--- config.mk ---
export PLATFORM = sky130hd
export DESIGN_NAME = pong_input_ctrl
export DESIGN_NICKNAME = d
export VERILOG_FILES = /design/src/rtl/pong_input_ctrl.sv
export SDC_FILE = /design/constraint.sdc
export NUM_CORES = 1
export LEC_CHECK = 0
export ABC_AREA = 1
export CORE_ASPECT_RATIO = 1.5
export CORE_UTILIZATION = 55
export DETAILED_ROUTE_END_ITERATION = 8
export PLACE_DENSITY = 0.79
export SLEW_MARGIN = 40
export SYNTH_ARGS = -nofsm -noshare
export SYNTH_HDL_FRONTEND = slang
export SYNTH_SLANG_ARGS = --single-unit
--- constraint.sdc ---
create_clock -name Clk -period 4 [get_ports Clk]
set_input_delay 0.8 -clock Clk [delete_from_list [all_inputs] [get_ports Clk]]
set_output_delay 0.8 -clock Clk [all_outputs]
set_load 0.03 [all_outputs]
--- src/rtl/pong_input_ctrl.sv ---
// Input front end for the pong light game: synchronizes and debounces the serve
// and paddle buttons, generates the free-running step clock and the b/p requests.
module pong_input_ctrl #(
   parameter int DIV       = 25_000_000,
   parameter int DB_CYCLES = 500_000
) (
   input  logic       Clk,
   input  logic       Rst_n,
   input  logic       serve_btn,
   input  logic       paddle_btn,
   input  logic [7:0] led_in,
   output logic       step_clk,
   output logic       b,
   output logic       p,
   output logic       lockout
);

   localparam int DIV_W = (DIV > 1) ? $clog2(DIV) : 1;
   localparam int DB_W  = (DB_CYCLES > 1) ? $clog2(DB_CYCLES) : 1;
   localparam logic [DIV_W-1:0] DIV_LAST = DIV_W'(DIV - 1);
   localparam logic [DB_W-1:0]  DB_LAST  = DB_W'(DB_CYCLES - 1);

   // bit 0 = serve, bit 1 = paddle
   logic [1:0]       sync_p0, sync_p1;
   logic [1:0]       db_lvl, db_lvl_d;
   logic [DB_W-1:0]  db_cnt [2];
   logic [1:0]       press;

   logic [DIV_W-1:0] div_cnt;
   logic             fall;
   logic             serve_pend, hit_pend;
   logic             at_top, at_bot;
   logic             hit_set, lock_set;

   assign press    = db_lvl & ~db_lvl_d;
   assign fall     = (div_cnt == DIV_LAST) && step_clk;
   assign at_top   = (led_in == 8'h01);
   assign at_bot   = (led_in == 8'h80);
   assign hit_set  = press[1] && !lockout && at_top;
   assign lock_set = press[1] && !lockout && !at_top;

   // Stage p0/p1: two-flop synchronizer, then debounce on the p1 value
   always_ff @(posedge Clk or negedge Rst_n) begin
      if (!Rst_n) begin
         sync_p0  <= '0;
         sync_p1  <= '0;
         db_lvl   <= '0;
         db_lvl_d <= '0;
         for (int i = 0; i < 2; i++) db_cnt[i] <= '0;
      end else begin
         sync_p0  <= {paddle_btn, serve_btn};
         sync_p1  <= sync_p0;
         db_lvl_d <= db_lvl;
         for (int i = 0; i < 2; i++) begin
            if (sync_p1[i] == db_lvl[i]) begin
               db_cnt[i] <= '0;
            end else if (db_cnt[i] == DB_LAST) begin
               db_lvl[i] <= sync_p1[i];
               db_cnt[i] <= '0;
            end else begin
               db_cnt[i] <= db_cnt[i] + DB_W'(1);
            end
         end
      end
   end

   // Step divider and request generation; a press on a fall cycle re-arms its pend
   always_ff @(posedge Clk or negedge Rst_n) begin
      if (!Rst_n) begin
         div_cnt    <= '0;
         step_clk   <= 1'b0;
         serve_pend <= 1'b0;
         hit_pend   <= 1'b0;
         b          <= 1'b0;
         p          <= 1'b0;
         lockout    <= 1'b0;
      end else begin
         if (div_cnt == DIV_LAST) begin
            div_cnt  <= '0;
            step_clk <= ~step_clk;
         end else begin
            div_cnt <= div_cnt + DIV_W'(1);
         end

         if (fall) begin
            b          <= serve_pend;
            p          <= hit_pend;
            serve_pend <= press[0];
            hit_pend   <= hit_set;
         end else begin
            if (press[0]) serve_pend <= 1'b1;
            if (hit_set)  hit_pend   <= 1'b1;
         end

         if (at_bot)        lockout <= 1'b0;
         else if (lock_set) lockout <= 1'b1;
      end
   end

endmodule

; ---- Word-level counts from Yosys, hierarchy flattened
; Cells that the tools add are included.
[totals]
reg_bits = 77
input_bits = 12
out_inout_bits = 4
word_cells = 51
[classes]
addsub = 3
eq_ne = 7
mux = 11
bitwise_logic = 5
reduce_logical = 11
[ops]
columns = cell, count
row1 = 19-bit 2-to-1 mux, 4
row2 = 19-bit by 1-bit adder with 19-bit output (second input constant), 2
row3 = 19-bit == test (second input constant), 2
row4 = 25-bit by 1-bit adder with 25-bit output (second input constant), 1
row5 = 25-bit == test (second input constant), 1
row6 = 25-bit 2-to-1 mux, 1
row7 = 8-bit by 1-bit == test with 1-bit output (second input constant), 1
row8 = 8-bit == test (second input constant), 1
row9 = 1-bit 2-to-1 mux, 6
row10 = 2-bit nonzero test, 3
row11 = 1-bit logical AND, 4
row12 = 2-bit AND reduction, 2
row13 = 1-bit NOT, 3
row14 = 2-bit AND, 1
row15 = 1-bit == test, 2
row16 = 1-bit zero test, 2
row17 = 2-bit NOT, 1

; ---- Depth between registers and ports, before layout
; Gate-level depths: netlist (run 1).
[depth]
ltp_word = 6
mapped_depth = 9
ltp_nobuf = 9

; ---- Worst setup path after synthesis (run 1)
; OpenSTA, ideal clock, no wires.
[synth_timing]
kind = register to register
from = register div_cnt[0]
to = register div_cnt[12]
t_arrival_ps = 1369
t_required_ps = 3886
slack_ps = 2517
stages_incl_launch_ff = 9
n_path_buf = 0
path_cell_list = dfrtp_1 > ha_1 > nand3_4 > clkinv_2 > nand2_2 > nor2_4 > or2_2 > inv_1 > nor2_1
[synth_via]
elab_chain_len = 2
[synth_lines]
columns = item, line
row1 = from (decl), 29  ; logic [DIV_W-1:0] div_cnt;
row2 = from (signal assigned), 82  ; div_cnt <= div_cnt + DIV_W'(1);
row3 = 25-bit by 1-bit adder with 25-bit output / 25-bit == test (equally long branches), "82, 78"
row4 = 25-bit 2-to-1 mux *, 78  ; if (div_cnt == DIV_LAST) begin
; Every way passes the cells marked *; elsewhere a longest branch is shown, timed or not.
; A chain may end at the register's enable or synchronous reset.

; ---- Worst setup path in the final report (run 1)
[layout_timing]
from = register step_clk
to = output step_clk
[layout_lines]
columns = item, line
row1 = from (decl), 12  ; output logic step_clk,
row2 = from (signal assigned), 80  ; step_clk <= ~step_clk;
; No word-level cell between the ends.

==> run summary, run 1 <==
status: complete, no violations
Gate Count Post-Synth: 587
Max Cap Viol: 0
Via density: 5.08
WP buf/inv: 1
post-CTS setup buffers: 0
syn nets: 602
Sw Share: 0.213
wire per inst: 12.9 um
kind of critical path: flip-flop to output port
relative slew slack: 0.545
Total Nets Final: 627
GP Congestion: 0.929
worst path arrival time: 1.44 ns
max-slew violations: 0
post-synth top area cell: dfrtp_1
Post-synth EDFFs: 0
required time of the critical path: 3.20 ns
Synth area leaders: dfrtp_1 (45%), nand2_1 (14%), nor2_1 (12%)
top cell type's share of synthesized area: 0.449
area delta synth->final: 13.6%
async set or reset register ratio after synthesis: 1.00
1st-pass router iterations: 5
Vias: 3655
root buf cell: clkbuf_16
Iter 0 DRT Violations: 178
cells along the critical path: clkdlybuf4s50_1
Die H: 110 um
Placeable Area: 7560 um2
Pint: 1320 uW
hold slack final: 0.352 ns
RSZ-0062 raised after global routing: false
clock tree buffer depth: 2
Worst-Margin Slew: 0.682 ns
#FFs+latches synth: 77
Antenna Nets Post-Route: 0
combinational share of power: 0.033
Die Wd: 74.1 um
DRC Markers: 0
post-route minimum period: 2.24 ns
Worst Setup Start Kind: flip-flop
fmax: 445 MHz
number of diodes: 0
GRT Util Overall: 0.254
total CTS buffers: 9
Post-Layout Cell Count: 719
Total Wirelength: 9240 um
switching power: 358 uW
CTS H-tree lvls: 3
post-cts sizing count: 0
largest stage delay on the critical path: 0.69 ns
port bufs: 15
Top Ports: 16
vias in the first global route: 3524
TritonCTS clock tree: yes
Placed Cells: 703
clock-pin slew on the worst setup and hold paths: 0.06 ns
GR Overflow Total: 0
Max Fanout on Critical Path: 5
total leakage power: 0.00223 uW
final cycle utilization of the critical path: 0.561
reg2reg start: div_cnt[0]
Top delay family on crit path: buffers and inverters
largest net degree at the start of global routing: 78
Rows: 39
critical path's slowest cell: clkdlybuf4s50_1
Clock power frac: 0.495
synthesis warning total: 0
layout cells sized above 1: 0.0875
worst skew pair latency: 0.33 ns
Setup Viol. Count Final: 0
register area share after synthesis: 0.449
Initial Util: 0.567
CP Capture Type: output port
first-pass GRT wire length: 15400 um
Peak supply drop: 307 uV
cts hold-fix bufs: 0
initial antenna violation count: 0
hpwl dp: 6820 um
synthesized cell area: 4290 um2
final worst clock skew: 0.00791 ns
Syn Area/Cell: 7.31 um2
Fin. Hold Viols: 0
setup TNS: 0 ns
top_reg_cell synth: dfrtp_1
Distinct cells, synth: 33
pwr dens: 345 nW/um2
hold crit path type: flip-flop to flip-flop
Reg power frac: 0.472
min-delay src: sync_p0[0]
Sink Count: 77
Crit. Startpoint: step_clk
total die area: 8170 um2
[per-layer routing]
layer  GRT usage  vias to the layer above  share of wire
li1            -                     1854              -
met1       0.267                     1702           0.41
met2       0.453                       74           0.54
met3      0.0518                       25          0.021
met4       0.158                        0          0.035
met5           0                        -              0
[cell usage after synthesis (3+ instances only)]
master and n:
nand3b_1 3, nor3_1 10, xor2_1 21, a21oi_1 6, inv_1 73, dfrtp_1 77, o21ai_0 4, nor2_2 11
inv_2 3, xnor2_1 4, or2_2 3, nand2_1 157, nor2_1 132, nand2_2 8, ha_1 3, nand3_1 37
nand4_1 14, nor2_4 3
[worst paths after layout]
| kind | end | slack, ns | depth (start not counted) |
|---|---|---|---|
| min in group asynchronous | div_cnt[7] | 0.49 | 1 |
| max in group asynchronous | db_cnt[32] | 3.04 | 1 |
| worst min-delay path | sync_p1[0] | 0.35 | 0 |
| worst min register to register | sync_p1[0] | 0.35 | 0 |
| worst max register to register | div_cnt[13] | 2.34 | 6 |
| worst max-delay path | step_clk | 1.76 | 1 |
[cells in the final DEF, fill, tap and decap left out, drive strengths merged, types with 11 or more instances in the layout]
master / Yosys / routed
clkbuf: 0 / 11
clkdlybuf4s50: 0 / 14
dfrtp: 77 / 77
inv: 76 / 76
nand2: 165 / 165
nand3: 40 / 40
nand4: 14 / 14
nor2: 146 / 146
nor3: 12 / 12
xor2: 21 / 21
[state kept, by name (all words and copies together) (netlist names)]
signal      cells
step_clk        1
sync_p0         2
db_lvl          2
b               1
p               1
db_cnt         38
serve_pend      1
db_lvl_d        2
div_cnt        25
hit_pend        1
lockout         1
sync_p1         2
[stage by stage]
| step | util | setup slack, ns | power, uW | area (um2) |
|---|---|---|---|---|
| 2_1_floorplan | - | 2.52 | 828 | 4290 |
| 3_3_place_gp | 0.603 | 2.12 | 862 | 4560 |
| 3_5_place_dp | 0.603 | 2.06 | 865 | 4560 |
| 4_1_cts | 0.644 | 1.74 | 1700 | 4870 |
| 5_1_grt | 0.644 | 1.69 | 1740 | 4870 |
| 6_report | 0.644 | 1.76 | 1680 | 4870 |
[power groups by stage]
stage | clock network (uW) | logic (uW) | registers, uW
final | 833 | 55.2 | 794
after global routing | 883 | 62.5 | 794
after CTS | 850 | 57.0 | 794
after detailed placement | 0 | 56.9 | 808
after global placement | 0 | 54.5 | 807
after floorplan | 0 | 19.2 | 809
[final cells by class]
type	instances	area, um2
flip-flops and latches	77	1930
fillers	639	2690
repair buffers	15	151
clock buffers	11	253
multi-input cells	432	2070
inverters	77	290
clock inverters	5	58.8
well taps	102	128
[cells by family after synthesis]
group | count (synthesis) | share of synthesized area
flops | 77 | 0.449
fa+ha+maj | 3 | 0.00875
compound gates | 14 | 0.0184
simple gates | 388 | 0.396
xor+xnor | 27 | 0.0586
buf+inv | 78 | 0.0694
Note: power is estimated with default switching activity, not from simulation.
==> run 2: changes to the inputs <==
==> constraint.sdc (replaced) <==
create_clock -name Clk -period 2.26 [get_ports Clk]
set_input_delay 0.452 -clock Clk [delete_from_list [all_inputs] [get_ports Clk]]
set_output_delay 0.452 -clock Clk [all_outputs]
set_load 0.03 [all_outputs]
==> run 2 against run 1 <==
Against the previous run:
- die area stayed put
- via count is 3.0% higher
- combinational power is 87% higher
- hold slack worse by 0.29 ns
- flip-flop and latch count stayed put
- critical endpoint unchanged
- largest power group unchanged
- highest routed layer unchanged
==> run summary, run 2 (synthesis results as in run 1) <==
largest stage delay on the critical path: 0.69 ns (about the same)
register bank with the most flops: db_cnt
worst skew pair latency: 0.34 ns (about the same)
Antenna Nets Post-Route: 0 (unchanged)
worst r2r path cells: 6 (unchanged)
Worst Setup Start Kind: flip-flop
number of diodes: 0 (unchanged)
DRC Markers: 0 (unchanged)
leading registers by flop count: db_cnt: 38 flops, div_cnt: 25 flops
Fin. Hold Viols: 0 (unchanged)
setup TNS: 0 ns (unchanged)
most frequent cells in the layout: nand2_1 (157), nor2_1 (132), dfrtp_1 (77)
vias in the first global route: 3614 (+2.6%)
WP buf/inv: 1 (unchanged)
max-slew violations: 0 (unchanged)
register area: 1930 um2 (unchanged)
clock-pin slew on the worst setup and hold paths: 0.06 ns (about the same)
final worst clock skew: 0.00918 ns (+0.00127 ns)
root buf cell: clkbuf_16
post-CTS setup buffers: 0 (unchanged)
GP Congestion: 0.904 (-2.6%)
GRT Util Overall: 0.260 (+0.00659)
RSZ-0062 raised after global routing: false
cts hold-fix bufs: 0 (unchanged)
wire per inst: 13.1 um (+1.9%)
Via density: 5.22 (+2.6%)
Total Nets Final: 630 (+0.48%)
Crit. Startpoint: step_clk
status: complete, no violations
Placed Cells: 706 (+0.43%)
post-cts sizing count: 0 (unchanged)
Placeable Area: 7560 um2 (unchanged)
Die H: 110 um (unchanged)
Peak supply drop: 559 uV (+82%)
post-route minimum period: 1.89 ns
area of the multi-input gates: 2070 um2 (unchanged)
Total Wirelength: 9460 um (+2.4%)
clock tree buffer depth: 2 (unchanged)
Sink Count: 77 (unchanged)
relative slew slack: 0.706 (+0.160)
CTS H-tree lvls: 3 (unchanged)
hold slack final: 0.0657 ns (-0.286 ns)
CP Capture Type: output port
Top Ports: 16 (unchanged)
pwr dens: 626 nW/um2 (+81%)
initial antenna violation count: 0 (unchanged)
area delta synth->final: 14.7%
Vias: 3766 (+3.0%)
reg2reg start: div_cnt[0]
RR Endpoint: div_cnt[22]
Post-Layout Cell Count: 722 (+0.42%)
total die area: 8170 um2 (unchanged)
1st-pass router iterations: 4 (-1)
Worst-Margin Slew: 0.441 ns (-0.241 ns)
Max Cap Viol: 0 (unchanged)
Setup Viol. Count Final: 0 (unchanged)
Max Fanout on Critical Path: 5 (unchanged)
first-pass GRT wire length: 15900 um (+3.3%)
most common cell after layout, fill and taps aside: nand2_1
GR Overflow Total: 0 (unchanged)
fmax: 528 MHz
Iter 0 DRT Violations: 187 (+5.1%)
port bufs: 15 (unchanged)
final core utilization: 0.650 (+0.00612)
Filler cells: 666 (+4.2%)
kind of critical path: flip-flop to output port
required time of the critical path: 1.81 ns (-1.39 ns)
worst path arrival time: 1.44 ns (about the same)
Die Wd: 74.1 um (unchanged)
Initial Util: 0.567 (unchanged)
critical path's slowest cell: clkdlybuf4s50_1
cells along the critical path: clkdlybuf4s50_1
total leakage power: 0.00227 uW (+1.5%)
largest net degree at the start of global routing: 45 (-42%)
layout cells sized above 1: 0.0903 (+0.00280)
Rows: 39 (unchanged)
hold crit path type: input pin to async pin
TritonCTS clock tree: yes
total CTS buffers: 9 (unchanged)
hpwl dp: 7040 um (+3.2%)
R2R Setup Slk: 0.64 ns (-1.70 ns)
Tot Pwr: 3080 uW (+83%)
final cycle utilization of the critical path: 0.838
max reg flops: 38 (unchanged)
Top delay family on crit path: buffers and inverters
-- run 2: cell types whose count changed in the layout (fill, tap and decap cells not counted) --
cell	change
clkinv_2	+1
clkinvlp_4	-2
clkbuf_1	+1
bufinv_16	+1
buf_4	+3
clkinv_4	-1
buf_12	+1
buf_6	-1
-- run 2: layout make-up --
| class | instances | share of cell area |
|---|---|---|
| repair buffers | 18 | 0.0371 |
| clock buffers | 12 | 0.0521 |
| clock inverters | 4 | 0.0142 |
| multi-input cells | 432 | 0.420 |
| flip-flops and latches | 77 | 0.392 |
| inverters | 77 | 0.0590 |
| well taps | 102 | 0.0259 |
-- run 2: per-layer routing --
| layer | vias up | track usage | part of all wire |
|---|---|---|---|
| li1 | 1866 | - | - |
| met1 | 1789 | 0.282 | 0.40 |
| met2 | 79 | 0.463 | 0.53 |
| met3 | 32 | 0.0564 | 0.027 |
| met4 | 0 | 0.141 | 0.037 |
| met5 | - | 0 | 0 |
-- run 2: worst max path at each step --
stage,to,cells after the start
after global placement,lockout,6
after CTS,step_clk,1
after global routing,step_clk,1
after detailed placement,div_cnt[19],6
after floorplan,div_cnt[12],8
final,step_clk,1
-- run 2: through the flow --
| step | cell area, um2 | worst slack [ns] |
|---|---|---|
| after floorplan | 4290 | 0.777 |
| after global placement | 4590 | 0.717 |
| after detailed placement | 4590 | 0.684 |
| after CTS | 4920 | 0.358 |
| after global routing | 4920 | 0.312 |
| final | 4920 | 0.366 |
-- run 2: report_power, final --
group | switching (uW) | total [uW] | internal [uW]
clock network | 545 | 1570 | 1020
logic | 63.2 | 103 | 40.3
registers | 11.8 | 1410 | 1390
==> run 3: changes to the inputs <==
--- a/config.mk
+++ b/config.mk
@@ -9,7 +9,7 @@
 export CORE_ASPECT_RATIO = 1.5
 export CORE_UTILIZATION = 55
 export DETAILED_ROUTE_END_ITERATION = 8
-export PLACE_DENSITY = 0.79
+export PLACE_DENSITY = 0.82
 export SLEW_MARGIN = 40
 export SYNTH_ARGS = -nofsm -noshare
 export SYNTH_HDL_FRONTEND = slang
==> constraint.sdc (replaced) <==
create_clock -name Clk -period 1.6 [get_ports Clk]
set_input_delay 0.32 -clock Clk [delete_from_list [all_inputs] [get_ports Clk]]
set_output_delay 0.32 -clock Clk [all_outputs]
set_load 0.03 [all_outputs]
==> run 3 against run 2 <==
Against the previous run:
- design area rose by 0.86%
- setup slack got worse by 0.28 ns
- clock skew decreased by 0.00051 ns
- register-to-register slack lost 0.56 ns
- clock power is 17% higher
- largest power group is now sequential cells
- first-iteration DRC count shrank 8.0%
- global-route usage up 0.15 points
- hold slack better by 0.28 ns
==> run summary, run 3 (synthesis results as in run 1) <==
most common cell after layout, fill and taps aside: nand2_1
Peak supply drop: 612 uV (+9.4%)
Design Area, Final: 4960 um2 (+0.86%)
wire per inst: 13.2 um (+0.40%)
total leakage power: 0.00228 uW (+0.79%)
register bank with the most flops: db_cnt
Placed Cells: 712 (+0.85%)
worst setup margin: 0.0840 ns (-0.282 ns)
GR Overflow Total: 0 (unchanged)
GP Congestion: 0.932 (+3.1%)
Die Wd: 74.1 um (unchanged)
Sink Count: 77 (unchanged)
Vias: 3837 (+1.9%)
R2R Setup Slk: 0.08 ns (-0.56 ns)
reg2reg start: div_cnt[0]
Filler cells: 633 (-5.0%)
vias in the first global route: 3811 (+5.5%)
hold crit path type: flip-flop to flip-flop
Initial Util: 0.567 (unchanged)
min-delay src: sync_p0[1]
Rows: 39 (unchanged)
Worst-Margin Slew: 0.351 ns (-0.0907 ns)
worst r2r path cells: 8 (+2)
worst skew pair latency: 0.33 ns (about the same)
first-pass GRT wire length: 16200 um (+1.6%)
Iter 0 DRT Violations: 172 (-8.0%)
total die area: 8170 um2 (unchanged)
most frequent cells in the layout: nand2_1 (156), nor2_1 (128), dfrtp_1 (77)
total CTS buffers: 9 (unchanged)
final cycle utilization of the critical path: 0.947
hold path depth: 0
kind of critical path: flip-flop to flip-flop
Setup Viol. Count Final: 0 (unchanged)
port bufs: 15 (unchanged)
Post-Layout Cell Count: 731 (+1.2%)
Total Wirelength: 9620 um (+1.6%)
pwr dens: 802 nW/um2 (+28%)
DRC Markers: 0 (unchanged)
CP Capture Type: flip-flop
Max Cap Viol: 0 (unchanged)
Worst Setup Start Kind: flip-flop
Max Fanout on Critical Path: 6 (+1)
Fin. Hold Viols: 0 (unchanged)
Top Ports: 16 (unchanged)
max-slew violations: 0 (unchanged)
required time of the critical path: 1.82 ns (about the same)
Tot Pwr: 3980 uW (+29%)
hold slack final: 0.350 ns (+0.284 ns)
RR Endpoint: div_cnt[0]
hpwl dp: 7060 um (+0.31%)
Post-Place Cell Area: 4640 um2 (+0.98%)
Die H: 110 um (unchanged)
Antenna Nets Post-Route: 0 (unchanged)
area of the multi-input gates: 2100 um2 (+1.7%)
worst path arrival time: 1.73 ns (+0.29 ns)
initial antenna violation count: 0 (unchanged)
Placeable Area: 7560 um2 (unchanged)
max reg flops: 38 (unchanged)
GRT Util Overall: 0.262 (+0.00147)
status: complete, no violations
Total Nets Final: 639 (+1.4%)
clock tree buffer depth: 2 (unchanged)
fmax: 660 MHz
clock-pin slew on the worst setup and hold paths: 0.06 ns (about the same)
final worst clock skew: 0.00867 ns (-0.000508 ns)
Hold EP: sync_p1[1]
CTS H-tree lvls: 3 (unchanged)
register area: 1930 um2 (unchanged)
1st-pass router iterations: 5 (+1)
area delta synth->final: 15.7%
post-route minimum period: 1.52 ns
leading registers by flop count: db_cnt: 38 flops, div_cnt: 25 flops
pre-CTS setup slack: 0.103 ns (-0.580 ns)
layout cells sized above 1: 0.111 (+0.0210)
number of diodes: 0 (unchanged)
relative slew slack: 0.764 (+0.0586)
TritonCTS clock tree: yes
Via density: 5.25 (+0.63%)
root buf cell: clkbuf_16
largest net degree at the start of global routing: 30 (-33%)
-- run 3: what timing repair did --
action | in CTS | in global routing
pin swaps | 0 | 1
endpoints found under the setup margin | 4 | 35
gates resized for setup | 4 | 10
gates cloned | 0 | 0
endpoints found under the hold margin | 21 | 0
hold buffers | 1 | 0
buffers inserted | 0 | 2
-- run 3: where the power goes --
group / switching (uW) / internal, uW / leakage, uW / total, uW
Clock: 787 / 1050 / 0.000122 / 1840
Sequential: 14.9 / 1970 / 0.00104 / 1980
Combinational: 94.4 / 63.5 / 0.00112 / 158
Total: 896 / 3080 / 0.00228 / 3980
-- run 3: worst max-delay path by stage --
| stage | endpoint | from |
|---|---|---|
| CTS | div_cnt[12] | div_cnt[0] |
| global route | div_cnt[0] | div_cnt[0] |
| floorplan | div_cnt[12] | div_cnt[0] |
| finish | div_cnt[0] | div_cnt[0] |
| global placement | div_cnt[12] | div_cnt[0] |
| detailed placement | div_cnt[12] | div_cnt[0] |
-- run 3: layout make-up --
class / count / share of cell area
inverter: 77 / 0.0585
clock buffer: 11 / 0.0469
sequential: 77 / 0.388
multi-input combinational: 432 / 0.423
clock inverter: 5 / 0.00731
tap: 102 / 0.0257
timing repair buffer: 27 / 0.0499
-- run 3: layer usage --
metal | up-vias | wire length, um | global-route usage
li1 | 1884 | - | -
met1 | 1816 | 3680 | 0.288
met2 | 98 | 5180 | 0.465
met3 | 39 | 324 | 0.0464
met4 | 0 | 429 | 0.150
met5 | - | 0 | 0
-- run 3: through the flow --
stage	TNS (ns)	util
final	0	0.656
after global routing	-0.143	0.656
after CTS	0	0.649
after detailed placement	0	0.613
after global placement	0	0.613
after floorplan	0	-
-- run 3: worst max-delay path: stages (launching register included) --
cell and delay (ns):
dfrtp_1 0.41, ha_2 0.24, nand3_4 0.12, clkinv_2 0.10
nand2_1 0.06, nor2_1 0.14, nand2_2 0.13, inv_2 0.12
nor2_1 0.06
